[config.mk]
export PLATFORM = sky130hd
export DESIGN_NAME = lsu_mem_ctrl
export DESIGN_NICKNAME = d
export VERILOG_FILES = /design/src/rtl/lsu_mem_ctrl.sv
export SDC_FILE = /design/constraint.sdc
export NUM_CORES = 1
export LEC_CHECK = 0
export ABC_AREA = 1
export CORE_ASPECT_RATIO = 0.5
export CORE_UTILIZATION = 45
export CTS_CLUSTER_DIAMETER = 30
export DETAILED_ROUTE_END_ITERATION = 12
export GPL_TIMING_DRIVEN = 0
export PLACE_DENSITY = 0.82
export SYNTH_ARGS = -nofsm -noshare
export SYNTH_HDL_FRONTEND = slang
export SYNTH_SLANG_ARGS = --single-unit
[constraint.sdc]
create_clock -name clk -period 1.73 [get_ports clk]
set_input_delay 0.4325 -clock clk [delete_from_list [all_inputs] [get_ports clk]]
set_output_delay 0.4325 -clock clk [all_outputs]
set_load 0.005 [all_outputs]
[src/rtl/lsu_mem_ctrl.sv]
// -----------------------------------------------------------------------------
// lsu_mem_ctrl
// MEM-stage load/store unit. Decodes RISC-V funct3 for RV32/RV64 load and
// store widths, drives a request/grant/response data-memory bus, aligns store
// data and byte strobes, and extracts plus sign/zero-extends load data.
// Word-crossing misaligned accesses are split into two aligned bus beats.
//
// Optional feature macro: LSU_MISALIGNED_SPLIT_EN
//   defined   : misaligned accesses are performed (split when they cross a
//               bus word); only an illegal funct3 faults.
//   undefined : any misaligned access faults without touching the bus, and
//               the second-beat logic is not built.
//
// Parameters
//   XLEN   : datapath / bus width, 32 or 64
//   ADDR_W : byte address width
//
// Ports
//   clk, rst               : clock, synchronous active-high reset
//   req_valid/req_ready    : pipeline request handshake (ready only in IDLE)
//   req_we, funct_3        : store flag and access width/sign code
//   req_addr, req_wdata    : byte address, LSB-justified store data
//   busy                   : pipeline stall, equals !req_ready
//   resp_valid             : one-cycle completion pulse
//   resp_rdata, resp_fault : extended load data, fault flag (with resp_valid)
//   mem_req/mem_gnt        : bus request handshake
//   mem_we, mem_addr       : bus write flag, word-aligned address
//   mem_wstrb, mem_wdata   : byte enables, lane-aligned write data
//   mem_rvalid, mem_rdata  : read data / write ack, one per granted beat
// -----------------------------------------------------------------------------
module lsu_mem_ctrl #(
   parameter int unsigned XLEN   = 32,
   parameter int unsigned ADDR_W = 32
) (
   input  logic                clk,
   input  logic                rst,
   input  logic                req_valid,
   output logic                req_ready,
   input  logic                req_we,
   input  logic [2:0]          funct_3,
   input  logic [ADDR_W-1:0]   req_addr,
   input  logic [XLEN-1:0]     req_wdata,
   output logic                busy,
   output logic                resp_valid,
   output logic [XLEN-1:0]     resp_rdata,
   output logic                resp_fault,
   output logic                mem_req,
   input  logic                mem_gnt,
   output logic                mem_we,
   output logic [ADDR_W-1:0]   mem_addr,
   output logic [XLEN/8-1:0]   mem_wstrb,
   output logic [XLEN-1:0]     mem_wdata,
   input  logic                mem_rvalid,
   input  logic [XLEN-1:0]     mem_rdata
);

   localparam int unsigned BYTES = XLEN / 8;
   localparam int unsigned OFFW  = $clog2(BYTES);

   typedef enum logic [2:0] {
      S_IDLE,
      S_REQ0,
      S_WAIT0,
      S_REQ1,
      S_WAIT1,
      S_RESP
   } state_e;

   state_e              state_q, state_d;

   logic                we_q;
   logic                sext_q;
   logic                fault_q;
   logic [3:0]          size_q;
   logic [ADDR_W-1:0]   addr_q;
   logic [XLEN-1:0]     wdata_q;
   logic [XLEN-1:0]     beat0_q;
   logic [XLEN-1:0]     beat1_w;

   // request decode
   logic                accept;
   logic                dec_legal;
   logic                dec_sext;
   logic [3:0]          dec_size;
   logic                dec_fault;
   logic [OFFW-1:0]     req_off;

   // datapath
   logic [OFFW-1:0]     off;
   logic [ADDR_W-1:0]   word_addr;
   logic [7:0]          mask8;
   logic [BYTES-1:0]    strb0;
   logic [XLEN-1:0]     wdata0;
   logic [XLEN-1:0]     raw;
   logic                sbit;
   logic [XLEN-1:0]     load_ext;

`ifdef LSU_MISALIGNED_SPLIT_EN
   logic                cross_q;
   logic                dec_cross;
   logic [XLEN-1:0]     beat1_q;
   logic [BYTES-1:0]    strb1;
   logic [XLEN-1:0]     wdata1;
`else
   logic                dec_mis;
`endif

   assign accept  = req_valid && (state_q == S_IDLE);
   assign req_off = req_addr[OFFW-1:0];

   // ---------------------------------------------------------------------------
   // funct3 decode: legality, size in bytes, sign extension
   // ---------------------------------------------------------------------------
   always_comb begin
      dec_legal = 1'b0;
      dec_size  = 4'd0;
      dec_sext  = 1'b0;
      if (!req_we) begin
         case (funct_3)
            3'b000: begin dec_legal = 1'b1; dec_size = 4'd1; dec_sext = 1'b1; end
            3'b001: begin dec_legal = 1'b1; dec_size = 4'd2; dec_sext = 1'b1; end
            3'b010: begin dec_legal = 1'b1; dec_size = 4'd4; dec_sext = 1'b1; end
            3'b100: begin dec_legal = 1'b1; dec_size = 4'd1; end
            3'b101: begin dec_legal = 1'b1; dec_size = 4'd2; end
            3'b011: begin
               if (XLEN == 64) begin
                  dec_legal = 1'b1;
                  dec_size  = 4'd8;
                  dec_sext  = 1'b1;
               end
            end
            3'b110: begin
               if (XLEN == 64) begin
                  dec_legal = 1'b1;
                  dec_size  = 4'd4;
               end
            end
            default: ;
         endcase
      end else begin
         case (funct_3)
            3'b000: begin dec_legal = 1'b1; dec_size = 4'd1; end
            3'b001: begin dec_legal = 1'b1; dec_size = 4'd2; end
            3'b010: begin dec_legal = 1'b1; dec_size = 4'd4; end
            3'b011: begin
               if (XLEN == 64) begin
                  dec_legal = 1'b1;
                  dec_size  = 4'd8;
               end
            end
            default: ;
         endcase
      end
   end

`ifdef LSU_MISALIGNED_SPLIT_EN
   assign dec_cross = (5'(req_off) + 5'(dec_size)) > 5'(BYTES);
   assign dec_fault = !dec_legal;
`else
   // sizes are powers of two, so off % size reduces to a mask test
   assign dec_mis   = |(4'(req_off) & (dec_size - 4'd1));
   assign dec_fault = !dec_legal || dec_mis;
`endif

   // ---------------------------------------------------------------------------
   // State and request registers
   // ---------------------------------------------------------------------------
   always_ff @(posedge clk) begin
      if (rst) begin
         state_q <= S_IDLE;
         we_q    <= 1'b0;
         sext_q  <= 1'b0;
         fault_q <= 1'b0;
         size_q  <= '0;
         addr_q  <= '0;
         wdata_q <= '0;
         beat0_q <= '0;
`ifdef LSU_MISALIGNED_SPLIT_EN
         cross_q <= 1'b0;
         beat1_q <= '0;
`endif
      end else begin
         state_q <= state_d;
         if (accept) begin
            we_q    <= req_we;
            sext_q  <= dec_sext;
            fault_q <= dec_fault;
            size_q  <= dec_size;
            addr_q  <= req_addr;
            wdata_q <= req_wdata;
`ifdef LSU_MISALIGNED_SPLIT_EN
            cross_q <= dec_cross;
`endif
         end
         if ((state_q == S_WAIT0) && mem_rvalid) begin
            beat0_q <= mem_rdata;
         end
`ifdef LSU_MISALIGNED_SPLIT_EN
         if ((state_q == S_WAIT1) && mem_rvalid) begin
            beat1_q <= mem_rdata;
         end
`endif
      end
   end

`ifdef LSU_MISALIGNED_SPLIT_EN
   assign beat1_w = beat1_q;
`else
   assign beat1_w = '0;
`endif

   // ---------------------------------------------------------------------------
   // Lane alignment and load extraction
   // ---------------------------------------------------------------------------
   always_comb begin
      off       = addr_q[OFFW-1:0];
      word_addr = {addr_q[ADDR_W-1:OFFW], {OFFW{1'b0}}};
      case (size_q)
         4'd1:    mask8 = 8'h01;
         4'd2:    mask8 = 8'h03;
         4'd4:    mask8 = 8'h0F;
         4'd8:    mask8 = 8'hFF;
         default: mask8 = 8'h00;
      endcase
      // bits shifted past the top of the word belong to the second beat
      strb0  = BYTES'({8'h00, mask8} << off);
      wdata0 = wdata_q << {off, 3'b000};
`ifdef LSU_MISALIGNED_SPLIT_EN
      strb1  = BYTES'({8'h00, mask8} >> (BYTES - 32'(off)));
      wdata1 = wdata_q >> (8 * (BYTES - 32'(off)));
`endif

      // {beat1,beat0} forms a contiguous little-endian window starting at the word
      raw = XLEN'({beat1_w, beat0_q} >> {off, 3'b000});
      case (size_q)
         4'd1:    sbit = raw[7];
         4'd2:    sbit = raw[15];
         4'd4:    sbit = raw[31];
         default: sbit = raw[XLEN-1];
      endcase
      load_ext = '0;
      for (int unsigned i = 0; i < XLEN; i++) begin
         if (i < 32'({size_q, 3'b000})) begin
            load_ext[i] = raw[i];
         end else begin
            load_ext[i] = sext_q & sbit;
         end
      end
   end

   // ---------------------------------------------------------------------------
   // Next state and outputs
   // ---------------------------------------------------------------------------
   always_comb begin
      state_d    = state_q;
      req_ready  = 1'b0;
      resp_valid = 1'b0;
      resp_fault = 1'b0;
      resp_rdata = '0;
      mem_req    = 1'b0;
      mem_we     = 1'b0;
      mem_addr   = '0;
      mem_wstrb  = '0;
      mem_wdata  = '0;

      case (state_q)
         S_IDLE: begin
            req_ready = 1'b1;
            if (req_valid) begin
               state_d = dec_fault ? S_RESP : S_REQ0;
            end
         end
         S_REQ0: begin
            mem_req   = 1'b1;
            mem_we    = we_q;
            mem_addr  = word_addr;
            mem_wstrb = we_q ? strb0 : '0;
            mem_wdata = wdata0;
            if (mem_gnt) begin
               state_d = S_WAIT0;
            end
         end
         S_WAIT0: begin
            if (mem_rvalid) begin
`ifdef LSU_MISALIGNED_SPLIT_EN
               state_d = cross_q ? S_REQ1 : S_RESP;
`else
               state_d = S_RESP;
`endif
            end
         end
`ifdef LSU_MISALIGNED_SPLIT_EN
         S_REQ1: begin
            mem_req   = 1'b1;
            mem_we    = we_q;
            mem_addr  = word_addr + ADDR_W'(BYTES);
            mem_wstrb = we_q ? strb1 : '0;
            mem_wdata = wdata1;
            if (mem_gnt) begin
               state_d = S_WAIT1;
            end
         end
         S_WAIT1: begin
            if (mem_rvalid) begin
               state_d = S_RESP;
            end
         end
`endif
         S_RESP: begin
            resp_valid = 1'b1;
            resp_fault = fault_q;
            resp_rdata = (!we_q && !fault_q) ? load_ext : '0;
            state_d    = S_IDLE;
         end
         default: begin
            state_d = S_IDLE;
         end
      endcase
   end

   assign busy = !req_ready;

endmodule

==> impl_metrics.ini, run 1 <==
[die]
die_area_um2 = 12700
die_w_um = 158.4
num_rows = 28
die_h_um = 80.20
core_um2 = 11880
initial_utilization_pct = 46.33
pin_count = 211

[run_status]
violations = setup timing
status = finished, violations left

[clock_tree]
h-tree-depth = 3
clk_latency_ps = 360
cts_buffer_depth = 2
clock-sinks = 105
tritoncts = built
cts_root_buffer = clkbuf_16
cts_buffers = 9
clk_pin_slew_ps = 80
hold_buffers = 0

[worst_setup_path]
critPathArrivalTime_ps = 1900
crit_type = register to output pin
worstPathRequired_ps = 1300
endpoint_kind = output pin
crit_path_start = size_q[1]
crit_fanout = 6
r2r_start = state_q[0]
start_kind = register

[timing]
fin_crit_ps = 2332
worst_slack_ps = -601.7
rsz0062_at_grt = true
fin_crit_sh_pct = 134.8
slew-limit-headroom_pct = 58.81
final-hold-violation-count = 0
whs_ps = 459.9
fmax_mhz = 428.9
slew_violations = 0
fin_skew_ps = 9.017
tightestPinTransition_ps = 611.4
finalSetupViolCount = 110

[drt]
avgRoutedWirePerCell_um = 21.54
ant_nets = 0
vias_per_cell = 6.102
drt_iter0_markers = 901
wl_um = 27620
drt_first_pass_iters = 8
dr_total_vias = 7823
drc = 0

[placed_design]
pre_cts_ws_ps = -836.7
place.gp.congestion = 0.9674
port_buffers = 208
dp_hpwl_um = 15300

[worst_hold_path]
min_from = addr_q[8]
hp-class = register to register

[job]
maxCapViolCount = 0

[final_layout]
multiInputGateArea_um2 = 3610
final_nets = 1217
seq_area_um2 = 2122
final_cell_mix = 128 x o21ai_0, 104 x clkdlybuf4s50_1, 103 x a21oi_1, 103 x buf_2, 97 x dfxtp_1
area_growth_pct = 75.38
drive_above_1_share_pct = 38.14
fin_util_pct = 81.26
layout_commonest_cell = o21ai_0
fill_cells = 726
antenna_cells = 0

[yosys]
yosys_warnings = 0
synth.distinct_cells = 30
syn-cell-area_um2 = 5503
avgSynthCellArea_um2 = 6.606
ys_dominant_reg_cell = dfxtp_1
synth_edf_count = 0
ys_seq_elements = 105
async_flop_share_pct = 0
netlist_instances = 833
synth-seq-area-share_pct = 38.20

[power_and_ir_drop]
leakagePower_nw = 3.817
powerDensity_nw_per_um2 = 1462
power_mw = 14.11
ir_drop_uv = 897.9

[grt]
first_global_vias = 7139
grt_overflow = 0
grt_pass1_wl_um = 36660
grtUsageTotal_pct = 37.90
grt_max_degree = 21
antenna_found_initial = 0
sequential cells by signal, indices dropped and copies added (netlist names):
name,flops
addr_q,32
beat0_q,32
wdata_q,32
size_q,3
state_q,3
fault_q,1
sext_q,1
we_q,1
report_power, final:
group          internal [mW]  switching, mW
sequential              3.08          0.442
combinational           3.33           5.03
clock                   1.17           1.06
worst max-delay path: stages (launching register included):
cell and delay (ps):
dfxtp_2 370, inv_2 140, nand2_2 110, nand2_1 100
nand2_1 80, nand3_2 100, nand2_4 90, buf_6 160
buf_6 130, a21oi_4 130, buf_2 130
cells in the mapped netlist (7+ instances only):
cell / number / area share (%)
clkbuf_1: 36 / 2.5
nand2_1: 91 / 6.2
o211ai_1: 7 / 0.95
o21ai_0: 166 / 15
a21oi_1: 144 / 13
buf_2: 25 / 2.3
o221ai_1: 7 / 1.1
nor2_1: 80 / 5.5
a211oi_1: 18 / 2.5
dfxtp_1: 105 / 38
nand3_1: 12 / 1.1
inv_1: 99 / 6.8
inv_2: 8 / 0.55
nor3_1: 11 / 1.0
cell type report:
cell class,count,share of cell area [%]
clock inverter,7,0.9724
timing repair buffer,270,24.69
clock buffer,9,2.334
inverter,109,4.551
tap,165,2.139
sequential,105,21.99
buffer,66,5.925
multi-input combinational,551,37.40
cells by family after synthesis:
kind of cell	share of synthesized area, %
AOI/OAI and AO/OA	33.08
and+or+nand+nor	15.46
buffers and inverters	13.19
DFF	38.20
other	0.06815
worst paths after layout:
kind	endpoint	cells past startpoint	slack, ps
setup reg to reg	state_q[0]	10	-70
hold / removal	addr_q[8]	2	460
setup / recovery	resp_rdata[13]	10	-600
hold reg to reg	addr_q[8]	2	460
through the flow:
step	area, um^2	TNS, ps	cells
3_5_place_dp	7795	-92150	1207
2_1_floorplan	5507	0	834
4_1_cts	9097	-41890	1275
3_3_place_gp	7795	-82530	1207
6_report	9651	-45460	1282
5_1_grt	9651	-54680	1282
timing repair:
item,in CTS,in global routing
gates cloned,10,2
pin swaps,35,39
gates resized for setup,620,241
setup endpoints to repair,137,140
hold endpoints to repair,0,0
buffers inserted,47,12
routing by layer:
metal | share of wire, % | track usage, % | routed length, um | up-vias
met5 | 0 | 0 | 0 | -
met4 | 7.1 | 23.27 | 1973 | 0
met3 | 11 | 7.771 | 2940 | 226
met2 | 44 | 61.75 | 12200 | 678
met1 | 38 | 46.33 | 10500 | 3589
li1 | - | - | - | 3330
Power figures use the tool's default switching activity.
==> run 2: changes to the inputs <==
--- a/config.mk
+++ b/config.mk
@@ -7,11 +7,13 @@
 export LEC_CHECK = 0
 export ABC_AREA = 1
 export CORE_ASPECT_RATIO = 0.5
-export CORE_UTILIZATION = 45
+export CORE_UTILIZATION = 55
 export CTS_CLUSTER_DIAMETER = 30
+export CTS_CLUSTER_SIZE = 20
 export DETAILED_ROUTE_END_ITERATION = 12
+export DONT_BUFFER_PORTS = 1
 export GPL_TIMING_DRIVEN = 0
-export PLACE_DENSITY = 0.82
+export PLACE_DENSITY = 0.7
 export SYNTH_ARGS = -nofsm -noshare
 export SYNTH_HDL_FRONTEND = slang
 export SYNTH_SLANG_ARGS = --single-unit
==> impl_metrics.ini, run 2 (same netlist as run 1, synthesis figures left out) <==
[grt]
grt_overflow = 0
grt_pass1_wl_um = 32060
grt_util_met3_pct = 11.15
grt_busiest_layer = met2
antenna_found_initial = 1
use_met2_pct = 66.29
grtUsageTotal_pct = 40.86
first_global_vias = 5853
grt_max_degree = 22
grtUsageMet1_pct = 50.61

[final_layout]
top_regs = addr_q x32, beat0_q x32, wdata_q x32
layout_commonest_cell = o21ai_0
stdcell_area_um2 = 8127
drive_above_1_share_pct = 35.33
antenna_cells = 0
final_nets = 1000
final_cell_mix = 126 x o21ai_0, 102 x a21oi_1, 96 x dfxtp_1
area_growth_pct = 47.68

[placed_design]
place.gp.congestion = 1.013
port_buffers = 0
dp_hpwl_um = 13460
place_area_um2 = 5675

[drt]
vias_per_cell = 6.945
ant_nets = 0
avgRoutedWirePerCell_um = 25.45
drc = 0
dr_total_vias = 7188
drt_first_pass_iters = 6
drt_iter0_markers = 1210
wl_um = 26340

[die]
num_rows = 25
pin_count = 211
core_um2 = 9572
die_area_um2 = 10430
initial_utilization_pct = 57.49
die_w_um = 143.5
die_h_um = 72.73

[clock_tree]
clk_latency_ps = 360
tritoncts = built
cts_root_buffer = clkbuf_16
h-tree-depth = 3
clk_pin_slew_ps = 90
cts_buffer_depth = 2
cts_buffers = 9
clock-sinks = 105
hold_buffers = 0

[worst_setup_path]
crit_fanout = 7
critPathArrivalTime_ps = 1810
crit_type = register to output pin
endpoint_kind = output pin
worstPathRequired_ps = 1300
start_kind = register

[worst_hold_path]
hp-class = input port to register

[timing]
setup_tns_ps = -37630
tightestPinTransition_ps = 608.3
slew-limit-headroom_pct = 59.45
fin_crit_ps = 2243
fin_skew_ps = 8.931
fin_crit_sh_pct = 129.7
finalSetupViolCount = 124
rsz0062_at_grt = true
slew_violations = 0
worst_slack_ps = -513.1
final-hold-violation-count = 0
fmax_mhz = 445.8

[power_and_ir_drop]
leakagePower_nw = 2.783
powerDensity_nw_per_um2 = 1722
power_mw = 14.00
ir_drop_uv = 1055

[job]
maxCapViolCount = 0

[run_status]
status = finished, violations left
violations = setup timing
==> run 2: changes by cell type in the layout (fill, tap and decap cells not counted), moves of 11 or more <==
cell             change
o21ai_2             +12
nand2_1             +16
a211oi_2            -11
buf_4               +11
buf_2               -95
buf_6               -20
a211oi_4            +14
nor2_1              -14
clkdlybuf4s50_1    -104
==> run 2: critical path, cell delays in order (launching register included) <==
cell and delay [ps]:
dfxtp_4 400, buf_8 150, nand2_1 90, nand3_2 110
nand3_2 120, nand3_4 110, nand2_8 110, clkbuf_16 210
a21oi_4 150
==> run 2: routing by layer <==
metal | up-vias | part of all wire (%) | routed length, um
li1 | 2887 | - | -
met1 | 3305 | 36 | 9365
met2 | 750 | 43 | 11210
met3 | 244 | 14 | 3681
met4 | 2 | 7.8 | 2062
met5 | - | 0.046 | 12
==> run 2: cell type report <==
| class | count | area [um^2] |
|---|---|---|
| Tap cell | 135 | 168.9 |
| Sequential cell | 105 | 2123 |
| Timing Repair Buffer | 54 | 634.4 |
| Inverter | 109 | 442.9 |
| Clock inverter | 7 | 82.58 |
| Fill cell | 519 | 1445 |
| Multi-Input combinational cell | 551 | 3821 |
| Clock buffer | 9 | 225.2 |
| Buffer | 65 | 628.1 |
==> run 2: final timing paths <==
| path | from | endpoint | slack [ps] | cells after the start |
|---|---|---|---|---|
| setup / recovery | addr_q[0] | resp_rdata[24] | -510 | 8 |
| hold / removal | rst | state_q[1] | 130 | 1 |
| setup reg to reg | state_q[0] | beat0_q[22] | -110 | 6 |
| hold reg to reg | beat0_q[1] | beat0_q[1] | 470 | 2 |
==> run 2: what timing repair did <==
| action | 4_1_cts | 5_1_grt |
|---|---|---|
| setup buffers | 19 | 27 |
| setup endpoints to repair | 100 | 173 |
| pin swaps | 24 | 38 |
| gates resized for setup | 306 | 171 |
| cloned | 7 | 3 |
==> run 2: metrics by stage <==
stage	hold slack (ps)	setup WS [ps]	util, %	cells
6_report	126.2	-513.1	84.90	1035
5_1_grt	130.7	-548.8	84.90	1035
4_1_cts	129.0	-397.0	77.16	1011
3_5_place_dp	443.9	-364.5	59.29	969
3_3_place_gp	439.2	-341.0	59.29	969
2_1_floorplan	423.7	35.88	-	834
==> run 2: report_power, final <==
| part | switching (mW) | internal [mW] |
|---|---|---|
| combinational | 5.26 | 2.98 |
| clock | 1.15 | 1.05 |
| sequential | 0.478 | 3.07 |
==> run 3: changes to the inputs <==
--- a/config.mk
+++ b/config.mk
@@ -14,6 +14,8 @@
 export DONT_BUFFER_PORTS = 1
 export GPL_TIMING_DRIVEN = 0
 export PLACE_DENSITY = 0.7
+export SKIP_CTS_REPAIR_TIMING = 1
+export SLEW_MARGIN = 40
 export SYNTH_ARGS = -nofsm -noshare
 export SYNTH_HDL_FRONTEND = slang
 export SYNTH_SLANG_ARGS = --single-unit
==> impl_metrics.ini, run 3 (same netlist as run 1, synthesis figures left out) <==
[run_status]
status = finished, violations left
violations = setup timing

[grt]
first_global_vias = 5006
grtUsageTotal_pct = 34.33
antenna_found_initial = 1
grt_pass1_wl_um = 26990
grt_overflow = 0
grt_max_degree = 22

[timing]
fin_crit_ps = 2234
finalSetupViolCount = 98
tightestPinTransition_ps = 598.6
final-hold-violation-count = 0
worst_slack_ps = -504.4
fmax_mhz = 447.5
slew-limit-headroom_pct = 60.09
fin_skew_ps = 6.314
rsz0062_at_grt = true
slew_violations = 0
fin_crit_sh_pct = 129.2
setup_tns_ps = -25280

[clock_tree]
cts_buffers = 9
clk_pin_slew_ps = 80
h-tree-depth = 3
tritoncts = built
clk_latency_ps = 360
clock-sinks = 105
cts_buffer_depth = 2
cts_root_buffer = clkbuf_16

[final_layout]
drive_above_1_share_pct = 29.33
antenna_cells = 0
top_regs = addr_q x32, beat0_q x32, wdata_q x32
final_cells = 1018
final_nets = 983
fill_cells = 629
area_growth_pct = 39.36
stdcell_area_um2 = 7669
layout_commonest_cell = o21ai_0
fin_util_pct = 80.12
final_cell_mix = 133 x o21ai_0, 104 x a21oi_1, 97 x dfxtp_1

[worst_setup_path]
critPathArrivalTime_ps = 1800
crit_fanout = 8
slowest_delay_ps = 320
crit_chain = buf_6, inv_8, nand2_8, nor2_4, nand3_2, nand3_4, nand2_8, clkbuf_16, a21oi_4
critPathBufInv = 3
endpoint_kind = output pin
crit_top_cell = nand2_8
worstPathRequired_ps = 1300
crit_type = register to output pin
cpMaxStageDelayCell = dfxtp_2
critPathTopFamily = simple AND/OR/NAND/NOR gates
start_kind = register

[job]
maxCapViolCount = 0

[drt]
top_layer_used = met5
drc = 0
vias_per_cell = 6.201
drt_iter0_markers = 762
met1Wirelength_um = 8117
drt_first_pass_iters = 9
dr_total_vias = 6313
avgRoutedWirePerCell_um = 20.98
ant_nets = 0
wl_met3_um = 2462
wl_um = 21350
met2WireLength_um = 9975

[die]
die_area_um2 = 10430
die_h_um = 72.73
num_rows = 25
initial_utilization_pct = 57.49
pin_count = 211
die_w_um = 143.5
core_um2 = 9572

[worst_hold_path]
hp-class = input port to register

[placed_design]
dpl.cell_count = 969
place.gp.congestion = 1.013
pre_cts_ws_ps = -364.5
dp_hpwl_um = 13460
port_buffers = 0
place_area_um2 = 5675

[power_and_ir_drop]
ir_drop_uv = 913.4
leakagePower_nw = 2.580
powerDensity_nw_per_um2 = 1621
[run 3: path summary, 6_finish.rpt]
| kind | startpoint | end | slack (ps) | depth (start not counted) |
|---|---|---|---|---|
| setup / recovery | size_q[2] | resp_rdata[1] | -500 | 9 |
| hold / removal | rst | state_q[1] | 130 | 1 |
| setup reg to reg | state_q[2] | wdata_q[2] | 30 | 8 |
| hold reg to reg | wdata_q[29] | wdata_q[29] | 460 | 2 |
[run 3: layer usage]
layer  GRT usage, %  vias up
li1               -     2854
met1          44.76     2952
met2          54.31      422
met3          10.70       83
met4          11.35        2
met5              0        -
[run 3: area by class of cell]
class                   count  area (um^2)  share of cell area, %
plain buffers              68        593.1                  7.734
clock buffers               9        225.2                  2.937
clock inverters             7        82.58                  1.077
inverters                 109        435.4                  5.678
multi-input cells         552         3627                  47.30
flip-flops and latches    105         2120                  27.64
well taps                 135        168.9                  2.203
repair buffers             33        416.7                  5.433
[run 3: stage by stage]
step / power [mW] / hold slack, ps
after floorplan: 6.263 / 423.7
after global placement: 7.331 / 439.2
after detailed placement: 7.391 / 443.9
after CTS: 9.491 / 135.9
after global routing: 13.00 / 119.7
final: 12.43 / 125.9
[run 3: power breakdown]
group / internal [mW] / switching, mW
registers: 3.07 / 0.400
logic: 2.43 / 4.37
clock network: 1.04 / 1.12
